[config.mk]
export PLATFORM = sky130hd
export DESIGN_NAME = pio_input_frontend_flat
export DESIGN_NICKNAME = d
export VERILOG_FILES = /design/src/rtl/pio_input_frontend_pkg.sv /design/src/rtl/pio_input_frontend_if.sv /design/src/rtl/pio_input_frontend_debounce_bit.sv /design/src/rtl/pio_input_frontend.sv /design/src/flat_wrapper.sv
export SDC_FILE = /design/constraint.sdc
export NUM_CORES = 1
export LEC_CHECK = 0
export ABC_AREA = 0
export CELL_PAD_IN_SITES_DETAIL_PLACEMENT = 0
export CELL_PAD_IN_SITES_GLOBAL_PLACEMENT = 1
export CORE_MARGIN = 2
export CORE_UTILIZATION = 30
export CTS_BUF_LIST = sky130_fd_sc_hd__clkbuf_4
export CTS_CLUSTER_DIAMETER = 150
export DETAILED_ROUTE_END_ITERATION = 8
export GPL_TIMING_DRIVEN = 0
export PLACE_DENSITY_LB_ADDON = 0.25
export SYNTH_ARGS = -nofsm -noshare
export SYNTH_HDL_FRONTEND = slang
export SYNTH_SLANG_ARGS = --single-unit
[constraint.sdc]
create_clock -name clk_clk -period 16.6 [get_ports clk_clk]
set_input_delay 1.66 -clock clk_clk [delete_from_list [all_inputs] [get_ports clk_clk]]
set_output_delay 1.66 -clock clk_clk [all_outputs]
set_load 0.02 [all_outputs]
[src/rtl/pio_input_frontend_pkg.sv]
// Shared constants for the PIO input front end: default widths and the
// bit layout of the button word and host acknowledge word.
package pio_frontend_pkg;

   localparam int NUM_SW_DEFAULT  = 18;
   localparam int NUM_KEY_DEFAULT = 4;
   localparam int WORD_W          = 32;

   localparam int BW_LEVEL_LSB    = 0;
   localparam int BW_EVENT_LSB    = 4;
   localparam int BW_COUNT_LSB    = 16;
   localparam int BW_COUNT_W      = 8;
   localparam int BW_ACK_BIT      = 31;

   localparam int ACK_TOGGLE_BIT  = 31;

endpackage

[src/rtl/pio_input_frontend_if.sv]
// Board-side raw inputs, host acknowledge word and the two PIO-facing words.
// The slave modport is the front end; the master modport is the board/host side.
interface pio_input_frontend_if
   import pio_frontend_pkg::*;
#(
   parameter int NUM_SW  = NUM_SW_DEFAULT,
   parameter int NUM_KEY = NUM_KEY_DEFAULT
);

   logic [NUM_SW-1:0]  sw_raw;
   logic [NUM_KEY-1:0] key_n_raw;
   logic [WORD_W-1:0]  ack_word;
   logic [WORD_W-1:0]  switch_word;
   logic [WORD_W-1:0]  button_word;

   modport master (
      output sw_raw, key_n_raw, ack_word,
      input  switch_word, button_word
   );

   modport slave (
      input  sw_raw, key_n_raw, ack_word,
      output switch_word, button_word
   );

endinterface

[src/rtl/pio_input_frontend_debounce_bit.sv]
// One input bit: 2-flop synchronizer, optional polarity flip, then a
// stability counter that accepts a new level after DEBOUNCE_CYCLES mismatches.
module debounce_bit #(
   parameter int DEBOUNCE_CYCLES = 500000,
   parameter bit IDLE_RAW        = 1'b0,
   parameter bit INVERT          = 1'b0
) (
   input  logic i_clk,
   input  logic i_rst_n,
   input  logic i_raw,
   output logic o_level
);

   localparam int               CNT_W    = $clog2(DEBOUNCE_CYCLES);
   localparam logic [CNT_W-1:0] CNT_LAST = CNT_W'(DEBOUNCE_CYCLES - 1);

   logic [1:0]       r_sync;
   logic             r_level;
   logic [CNT_W-1:0] r_count;
   logic             w_sample;

   assign w_sample = r_sync[1] ^ INVERT;
   assign o_level  = r_level;

   // Any cycle where the synchronized value agrees with the held level restarts qualification.
   always_ff @(posedge i_clk or negedge i_rst_n) begin
      if (!i_rst_n) begin
         r_sync  <= {2{IDLE_RAW}};
         r_level <= IDLE_RAW ^ INVERT;
         r_count <= '0;
      end else begin
         r_sync <= {r_sync[0], i_raw};
         if (w_sample == r_level) begin
            r_count <= '0;
         end else if (r_count == CNT_LAST) begin
            r_level <= w_sample;
            r_count <= '0;
         end else begin
            r_count <= r_count + CNT_W'(1);
         end
      end
   end

endmodule

[src/rtl/pio_input_frontend.sv]
// Debounced switch/button front end for two PIO input ports, with sticky
// press events, a press counter and a toggle-based host acknowledge.
module pio_input_frontend
   import pio_frontend_pkg::*;
#(
   parameter int DEBOUNCE_CYCLES = 500000,
   parameter int NUM_SW          = NUM_SW_DEFAULT,
   parameter int NUM_KEY         = NUM_KEY_DEFAULT
) (
   input  logic                 clk_clk,
   input  logic                 reset_reset_n,
   pio_input_frontend_if.slave  bus
);

   logic [1:0]            r_rstSync;
   logic                  w_rstN;
   logic [NUM_SW-1:0]     w_swDeb;
   logic [NUM_SW-1:0]     r_swLevel;
   logic [NUM_KEY-1:0]    w_keyDeb;
   logic [NUM_KEY-1:0]    r_keyLevel;
   logic [NUM_KEY-1:0]    r_event;
   logic [NUM_KEY-1:0]    w_press;
   logic [NUM_KEY-1:0]    w_clearMask;
   logic [BW_COUNT_W-1:0] r_pressCnt;
   logic [BW_COUNT_W-1:0] w_pressNum;
   logic                  r_ackCopy;
   logic                  w_ackToggle;
   logic [WORD_W-1:0]     w_switchWord;
   logic [WORD_W-1:0]     w_buttonWord;

   // Reset asserts immediately but releases two clocks later, clean of the clock edge.
   always_ff @(posedge clk_clk or negedge reset_reset_n) begin
      if (!reset_reset_n) r_rstSync <= '0;
      else                r_rstSync <= {r_rstSync[0], 1'b1};
   end
   assign w_rstN = r_rstSync[1];

   for (genvar g = 0; g < NUM_SW; g++) begin : g_sw
      debounce_bit #(.DEBOUNCE_CYCLES(DEBOUNCE_CYCLES), .IDLE_RAW(1'b0), .INVERT(1'b0)) u_deb (
         .i_clk(clk_clk), .i_rst_n(w_rstN), .i_raw(bus.sw_raw[g]), .o_level(w_swDeb[g])
      );
   end

   for (genvar g = 0; g < NUM_KEY; g++) begin : g_key
      debounce_bit #(.DEBOUNCE_CYCLES(DEBOUNCE_CYCLES), .IDLE_RAW(1'b1), .INVERT(1'b1)) u_deb (
         .i_clk(clk_clk), .i_rst_n(w_rstN), .i_raw(bus.key_n_raw[g]), .o_level(w_keyDeb[g])
      );
   end

   // r_keyLevel is the previous debounced level, so a rise here is a fresh press.
   assign w_press     = w_keyDeb & ~r_keyLevel;
   assign w_ackToggle = bus.ack_word[ACK_TOGGLE_BIT] != r_ackCopy;
   assign w_clearMask = w_ackToggle ? bus.ack_word[NUM_KEY-1:0] : '0;

   always_comb begin
      w_pressNum = '0;
      for (int i = 0; i < NUM_KEY; i++) begin
         w_pressNum = w_pressNum + BW_COUNT_W'(w_press[i]);
      end
   end

   // Clear is applied before set so a press coinciding with its own clear survives.
   always_ff @(posedge clk_clk or negedge w_rstN) begin
      if (!w_rstN) begin
         r_swLevel  <= '0;
         r_keyLevel <= '0;
         r_event    <= '0;
         r_pressCnt <= '0;
         r_ackCopy  <= 1'b0;
      end else begin
         r_swLevel  <= w_swDeb;
         r_keyLevel <= w_keyDeb;
         r_event    <= (r_event & ~w_clearMask) | w_press;
         r_pressCnt <= r_pressCnt + w_pressNum;
         if (w_ackToggle) r_ackCopy <= bus.ack_word[ACK_TOGGLE_BIT];
      end
   end

   always_comb begin
      w_switchWord                               = '0;
      w_switchWord[NUM_SW-1:0]                   = r_swLevel;
      w_buttonWord                               = '0;
      w_buttonWord[BW_LEVEL_LSB +: NUM_KEY]      = r_keyLevel;
      w_buttonWord[BW_EVENT_LSB +: NUM_KEY]      = r_event;
      w_buttonWord[BW_COUNT_LSB +: BW_COUNT_W]   = r_pressCnt;
      w_buttonWord[BW_ACK_BIT]                   = r_ackCopy;
   end

   assign bus.switch_word = w_switchWord;
   assign bus.button_word = w_buttonWord;

endmodule

[src/flat_wrapper.sv]
// flat-port wrapper written by rule: the top's interface ports become plain ports
module pio_input_frontend_flat import pio_frontend_pkg::*;
#(
   parameter int DEBOUNCE_CYCLES = 500000,
   parameter int NUM_SW          = NUM_SW_DEFAULT,
   parameter int NUM_KEY         = NUM_KEY_DEFAULT
)
  (clk_clk, reset_reset_n, bus_sw_raw, bus_key_n_raw, bus_ack_word, bus_switch_word, bus_button_word);
  pio_input_frontend_if #(.NUM_SW(NUM_SW), .NUM_KEY(NUM_KEY)) bus_i ();
  input  logic clk_clk;
  input  logic reset_reset_n;
  input wire logic [$bits(bus_i.sw_raw)-1:0] bus_sw_raw;
  input wire logic [$bits(bus_i.key_n_raw)-1:0] bus_key_n_raw;
  input wire logic [$bits(bus_i.ack_word)-1:0] bus_ack_word;
  output wire logic [$bits(bus_i.switch_word)-1:0] bus_switch_word;
  output wire logic [$bits(bus_i.button_word)-1:0] bus_button_word;
  assign bus_i.sw_raw = bus_sw_raw;
  assign bus_i.key_n_raw = bus_key_n_raw;
  assign bus_i.ack_word = bus_ack_word;
  assign bus_switch_word = bus_i.switch_word;
  assign bus_button_word = bus_i.button_word;
  pio_input_frontend #(.DEBOUNCE_CYCLES(DEBOUNCE_CYCLES), .NUM_SW(NUM_SW), .NUM_KEY(NUM_KEY)) u_core (.clk_clk(clk_clk), .reset_reset_n(reset_reset_n), .bus(bus_i));
endmodule
==> flow_metrics.tcl, run 1 <==
set metrics [dict create \
    status "completed" \
    leakagePower_nw 11.8 \
    setup_slack_ns 12.98 \
    hpwl_mm 32.3 \
    dieWidth_microns 289 \
    grt_max_degree 69 \
    num_vias 18100 \
    cp_data_arrival_time_ns 1.96 \
    cts_setup_buffers 0 \
    finClkSkew_ns 0.0469 \
    finalHoldViolations 0 \
    drtIter0Drc 795 \
    slew_headroom_pct 50.8 \
    p_per_area_nw_per_um2 92.4 \
    numCtsBuffers 154 \
    clkLatencyLatePin_ns 0.92 \
    globalplace.congestion 0.761 \
    p_sw_mw 0.631 \
    cp_data_required_time_ns 14.94 \
    cts.sinks 521 \
    crit_fanout 2 \
    grt_pass1_vias 18300 \
    wl_per_cell_microns 12.9 \
    period_needed_ns 3.62 \
    die_y_microns 289 \
    p_int_mw 2.02 \
    ctsHoldBuffers 0 \
    ys_warn_count 0 \
    routed_wl_mm 49.0 \
    cts_root_buffer "clkbuf_4" \
    antenna_found_initial 2 \
    htreeDepth 4 \
    dp_slack_ns 13.72 \
    ant_nets 0 \
    cts_resized 0 \
    cts_tree "done" \
    max_freq_mhz 276 \
    fill_cells 8103 \
    layout-area-overhead-vs-synth_pct 17.4 \
    syn-cell-area_sq_um 24400 \
    setup_viol_count_final 0 \
    reg2reg_slack_ns 13.88 \
    vias_per_cell 4.78 \
    std_cell_rows 104 \
    hold_class "reg2async" \
    final_nets 2708 \
    syn_area_per_cell_sq_um 10.3 \
    sw_frac_of_total_pct 23.8 \
    grt_overflow 0 \
    clockBufferDepth 3 \
    comb_power_share_pct 3.7 \
    end_kind "primary output" \
    netlist.top_cell.by_area "dfrtp_1" \
    cp-start-kind "register" \
    fin_crit_sh_pct 21.8 \
    drtPass1Iterations 5 \
    grt_pass1_wl_mm 85.9 \
    ir_drop_mv 0.0445 \
    syn_inst 2368 \
    initial_core_util_pct 30.3 \
    coreArea_sq_um 80500 \
    synth_area_leaders "dfrtp_1 (53%), xnor2_1 (5.7%), nor2_1 (5.2%), xor2_1 (5.1%), nand4_1 (2.8%)" \
    drive_gt1_share_pct 14.4 \
    yosysTopAreaCellShare_pct 52.6 \
    cp_top_family "buffers and inverters" \
    cpPeakStageDelay_ns 0.58 \
    cpMaxStageDelayCell "clkdlybuf4s50_1" \
    boundaryPins 120 \
    synth.distinct_cells 54 \
    cp_cell_sequence "buf_4 > clkdlybuf4s50_1" \
    clock_power_share_pct 46.9 \
    die_area_sq_um 83700 \
    final_core_util_pct 35.6 \
    maxSlewViolCount 0 \
    rsz0062_at_grt "false" \
    ys_ff_latch 521 \
    port_buffers 63 \
    tightest_slew_ns 0.734 \
    path_buf_inv 2 \
    track_usage_pct 12.2 \
    power_frac_seq_pct 49.4 \
    criticalPathCategory "reg2out" \
    seq_area_frac_synth_pct 53.4 \
    clkSlewWorstSetupHoldPaths_ns 0.06 \
    drc 0 \
    cap_viol_max_count 0 \
]
-- cell usage after synthesis, drive strengths merged --
| cell type | count |
|---|---|
| a31o | 5 |
| nor4b | 14 |
| or4bb | 3 |
| ha | 27 |
| and2 | 30 |
| or4b | 17 |
| xor2 | 141 |
| nand2b | 2 |
| o41ai | 2 |
| nand4 | 118 |
| nor3b | 3 |
| nor2b | 1 |
| buf | 51 |
| nand3 | 137 |
| and3 | 20 |
| or3 | 74 |
| dfstp | 8 |
| or2 | 11 |
| nor3 | 45 |
| nand2 | 132 |
| and4 | 36 |
| nand3b | 2 |
| o31ai | 40 |
| inv | 74 |
| a21o | 4 |
| dfrtp | 513 |
| or3b | 5 |
| clkbuf | 29 |
| mux2 | 18 |
| nand4bb | 3 |
| and3b | 1 |
| fa | 2 |
| o21ai | 78 |
| nor4 | 49 |
| mux2i | 4 |
| a21oi | 105 |
| xnor2 | 159 |
| conb | 2 |
| nor2 | 340 |
| nor4bb | 4 |
| or4 | 59 |
-- layout by cell type, fill, tap and decap left out, drive strengths merged, types with 4 or more instances in the layout --
cell,instances
or3b,5
nor4bb,4
a31o,5
bufinv,5
nand4,118
o21ai,78
clkinv,20
or2,11
xnor2,159
or4,59
nor4,49
inv,81
and2,30
mux2,18
clkdlybuf4s50,63
nor3,45
dfstp,8
xor2,141
and4,36
conb,30
buf,59
a21oi,105
or3,74
nor2,340
and3,20
ha,27
a21o,4
o31ai,40
mux2i,4
or4b,17
nand3,137
clkbuf,255
dfrtp,513
nand2,132
nor4b,14
-- path summary, 6_finish.rpt --
kind	from	endpoint	depth (start not counted)
min	u_core.r_rstSync[1]	u_core.r_swLevel[10]	0
max in group asynchronous	u_core.r_rstSync[1]	u_core.r_swLevel[2]	3
min reg2reg	u_core.r_rstSync[1]	u_core.r_swLevel[10]	0
max	u_core.r_ackCopy	bus_button_word[31]	2
min in group clk_clk	u_core.g_sw[0].u_deb.r_sync[0]	u_core.g_sw[0].u_deb.r_sync[1]	0
max reg2reg	u_core.g_key[1].u_deb.o_level	u_core.r_pressCnt[6]	12
-- stage by stage --
step | hold WS [ns] | instances | total power [mW] | instance area (sq um) | TNS, ns
after global placement | 0.332 | 3519 | 1.43 | 26500 | -2901.68
after detailed placement | 0.291 | 3527 | 1.43 | 26700 | 0
final | 0.267 | 3789 | 2.65 | 28700 | 0
after global routing | 0.320 | 3789 | 2.82 | 28700 | 0
after floorplan | 0.331 | 2396 | 1.40 | 24500 | 0
after CTS | 0.292 | 3786 | 2.73 | 28700 | 0
-- state kept, by name (all words and copies together) (netlist names), 8 cells and up --
signal and count:
u_core.g_sw.u_deb.r_count 342, u_core.g_key.u_deb.r_count 76, u_core.g_sw.u_deb.r_sync 36, u_core.g_key.u_deb.r_sync 8, u_core.g_sw.u_deb.o_level 18, u_core.r_pressCnt 8, u_core.r_swLevel 18
-- routing by layer --
metal	wire length [microns]	track usage [%]	up-vias
met1	23400	15.9	8818
li1	-	-	8931
met5	0	0	-
met2	22200	18.7	261
met4	1200	5.31	0
met3	2180	3.49	106
-- kinds of logic (layout without fill, tap and decap cells) --
kind of cell | Yosys count | in the layout | synth area share [%]
XOR/XNOR | 300 | 300 | 10.8
adder cells (fa/ha/maj) | 29 | 29 | 1.55
AO/OA/AOI/OAI | 234 | 234 | 5.90
other | 2 | 33 | 0.0308
multiplexers | 22 | 22 | 0.994
flip-flops | 521 | 521 | 53.4
buffers and inverters | 154 | 484 | 3.07
AND/OR/NAND/NOR | 1106 | 1106 | 24.3
-- final cells by class --
class | count | area (sq um) | share of cell area (%)
plain buffers | 80 | 473 | 1.65
clock buffers | 226 | 1700 | 5.92
repair buffers | 71 | 851 | 2.97
clock inverters | 33 | 265 | 0.925
inverters | 74 | 278 | 0.969
well taps | 1060 | 1330 | 4.63
diodes | 3 | 7.51 | 0.0262
flip-flops and latches | 521 | 13100 | 45.5
multi-input cells | 1721 | 10700 | 37.4
-- power by group through the flow --
stage	logic, mW	clock network [mW]	registers, mW
3_5_place_dp	0.102	0	1.33
6_report	0.0979	1.24	1.31
2_1_floorplan	0.0517	0	1.34
5_1_grt	0.114	1.39	1.31
3_3_place_gp	0.0695	0	1.36
4_1_cts	0.102	1.32	1.31
No activity file was read; power rests on OpenSTA's default activity.
==> run 2: changes to the inputs <==
==> constraint.sdc (replaced) <==
create_clock -name clk_clk -period 3.3 [get_ports clk_clk]
set_input_delay 0.33 -clock clk_clk [delete_from_list [all_inputs] [get_ports clk_clk]]
set_output_delay 0.33 -clock clk_clk [all_outputs]
set_load 0.02 [all_outputs]
==> flow_metrics.tcl, run 2 (same netlist as run 1, synthesis figures left out) <==
set metrics [dict create \
    drtPass1Iterations 4 \
    ant_nets 0 \
    leakagePower_nw 11.9 \
    cts_root_buffer "clkbuf_4" \
    grt_use_met3_pct 3.34 \
    cp-start-kind "register" \
    p_per_area_nw_per_um2 453 \
    ir_drop_mv 0.259 \
    setup_slack_ns 0.532 \
    dieWidth_microns 289 \
    final_core_util_pct 35.9 \
    cp_data_required_time_ns 4.08 \
    cp_data_arrival_time_ns 3.55 \
    largest-register "u_core.g_sw.u_deb.r_count" \
    drtIter0Drc 658 \
    end_kind "register" \
    coreArea_sq_um 80500 \
    die_y_microns 289 \
    grt_busiest_layer "met2" \
    grt_pass1_vias 18400 \
    hold_class "reg2async" \
    num_vias 18100 \
    vias_per_cell 4.74 \
    routed_wl_mm 48.9 \
    layout-area-overhead-vs-synth_pct 18.3 \
    htreeDepth 4 \
    criticalPathCategory "reg2reg" \
    numCtsBuffers 152 \
    initial_core_util_pct 30.3 \
    clkSlewWorstSetupHoldPaths_ns 0.06 \
    final_common_cell "dfrtp_1" \
    grt_max_degree 67 \
    tightest_slew_ns 0.732 \
    period_needed_ns 2.77 \
    status "completed" \
    clkLatencyLatePin_ns 0.93 \
    max_freq_mhz 361 \
    reg_top3 "u_core.g_sw.u_deb.r_count (342), u_core.g_key.u_deb.r_count (76), u_core.g_sw.u_deb.r_sync (36)" \
    hpwl_mm 31.8 \
    track_usage_pct 12.2 \
    maxSlewViolCount 0 \
    cts_setup_buffers 0 \
    std_cell_rows 104 \
    crit_fanout 3 \
    drive_gt1_share_pct 14.3 \
    largest_reg_flops 342 \
    dp_slack_ns 0.552 \
    use_met2_pct 19.3 \
    cap_viol_max_count 0 \
    antenna_found_initial 2 \
    clockBufferDepth 3 \
    cts.sinks 521 \
    rsz0062_at_grt "false" \
    grt_overflow 0 \
    cts_tree "done" \
    port_buffers 63 \
    final_nets 2735 \
    globalplace.congestion 0.772 \
    fin_crit_sh_pct 83.9 \
    wl_per_cell_microns 12.8 \
    finClkSkew_ns 0.0530 \
    finalHoldViolations 0 \
    grt_pass1_wl_mm 86.5 \
    drc 0 \
    setup_viol_count_final 0 \
    slew_headroom_pct 50.9 \
    gr-usage-met1_pct 15.5 \
    die_area_sq_um 83700 \
    boundaryPins 120 \
    final_cell_mix "dfrtp_1 (512), nor2_1 (340), clkbuf_4 (230)" \
]
[run 2: metal layers]
| metal | up-vias | routed length [microns] |
|---|---|---|
| met3 | 108 | 2310 |
| met4 | 0 | 1350 |
| met2 | 289 | 22400 |
| li1 | 8986 | - |
| met1 | 8740 | 22900 |
| met5 | - | 0 |
[run 2: area by class of cell]
type / count / area [sq um]
fill: 7987 / 51700
sequential: 521 / 13100
multi-input combinational: 1721 / 10700
clock buffer: 230 / 1730
tap: 1060 / 1330
timing repair buffer: 100 / 1140
buffer: 80 / 473
inverter: 74 / 278
clock inverter: 33 / 161
antenna: 2 / 5.00
[run 2: where the power goes]
part	total, mW	switching [mW]	leakage, nW	internal (mW)
clock network	6.00	2.76	1.14	3.23
logic	0.517	0.323	3.68	0.195
registers	6.58	0.0929	7.11	6.49
total	13.1	3.18	11.9	9.92
[run 2: path summary, 6_finish.rpt]
check / depth (start not counted) / endpoint / slack, ns / from
max reg2reg: 12 / u_core.r_pressCnt[6] / 0.53 / u_core.g_key[1].u_deb.o_level
max in group asynchronous: 3 / u_core.g_key[2].u_deb.r_sync[0] / 1.48 / u_core.r_rstSync[1]
min in group clk_clk: 0 / u_core.r_rstSync[1] / 0.35 / u_core.r_rstSync[0]
max: 12 / u_core.r_pressCnt[6] / 0.53 / u_core.g_key[1].u_deb.o_level
min reg2reg: 0 / u_core.g_sw[4].u_deb.r_sync[0] / 0.34 / u_core.r_rstSync[1]
min: 0 / u_core.g_sw[4].u_deb.r_sync[0] / 0.34 / u_core.r_rstSync[1]
[run 2: per-stage QoR]
stage / hold slack [ns] / total power [mW] / setup TNS (ns) / instance area, sq um / instances
2_1_floorplan: 0.0344 / 7.02 / -907.41 / 24500 / 2396
4_1_cts: 0.210 / 13.5 / 0 / 28900 / 3819
6_report: 0.345 / 13.1 / 0 / 28900 / 3821
3_3_place_gp: 0.333 / 7.16 / -1992.78 / 26500 / 3519
5_1_grt: 0.278 / 14.0 / 0 / 28900 / 3821
3_5_place_dp: 0.335 / 7.21 / 0 / 26700 / 3527
[run 2: critical path, stage by stage, from the launching register on]
cell	delay [ns]
dfrtp_1	0.40
inv_1	0.10
nor2_1	0.07
ha_1	0.27
inv_1	0.05
fa_1	0.50
inv_1	0.04
ha_1	0.22
fa_1	0.41
a21oi_1	0.17
nor2b_1	0.08
and3_1	0.19
xor2_1	0.14
[run 2: what timing repair did]
| action | in CTS | in global routing |
|---|---|---|
| resized for setup | 0 | 0 |
| endpoints found under the hold margin | 29 | 0 |
| hold buffers | 29 | 0 |
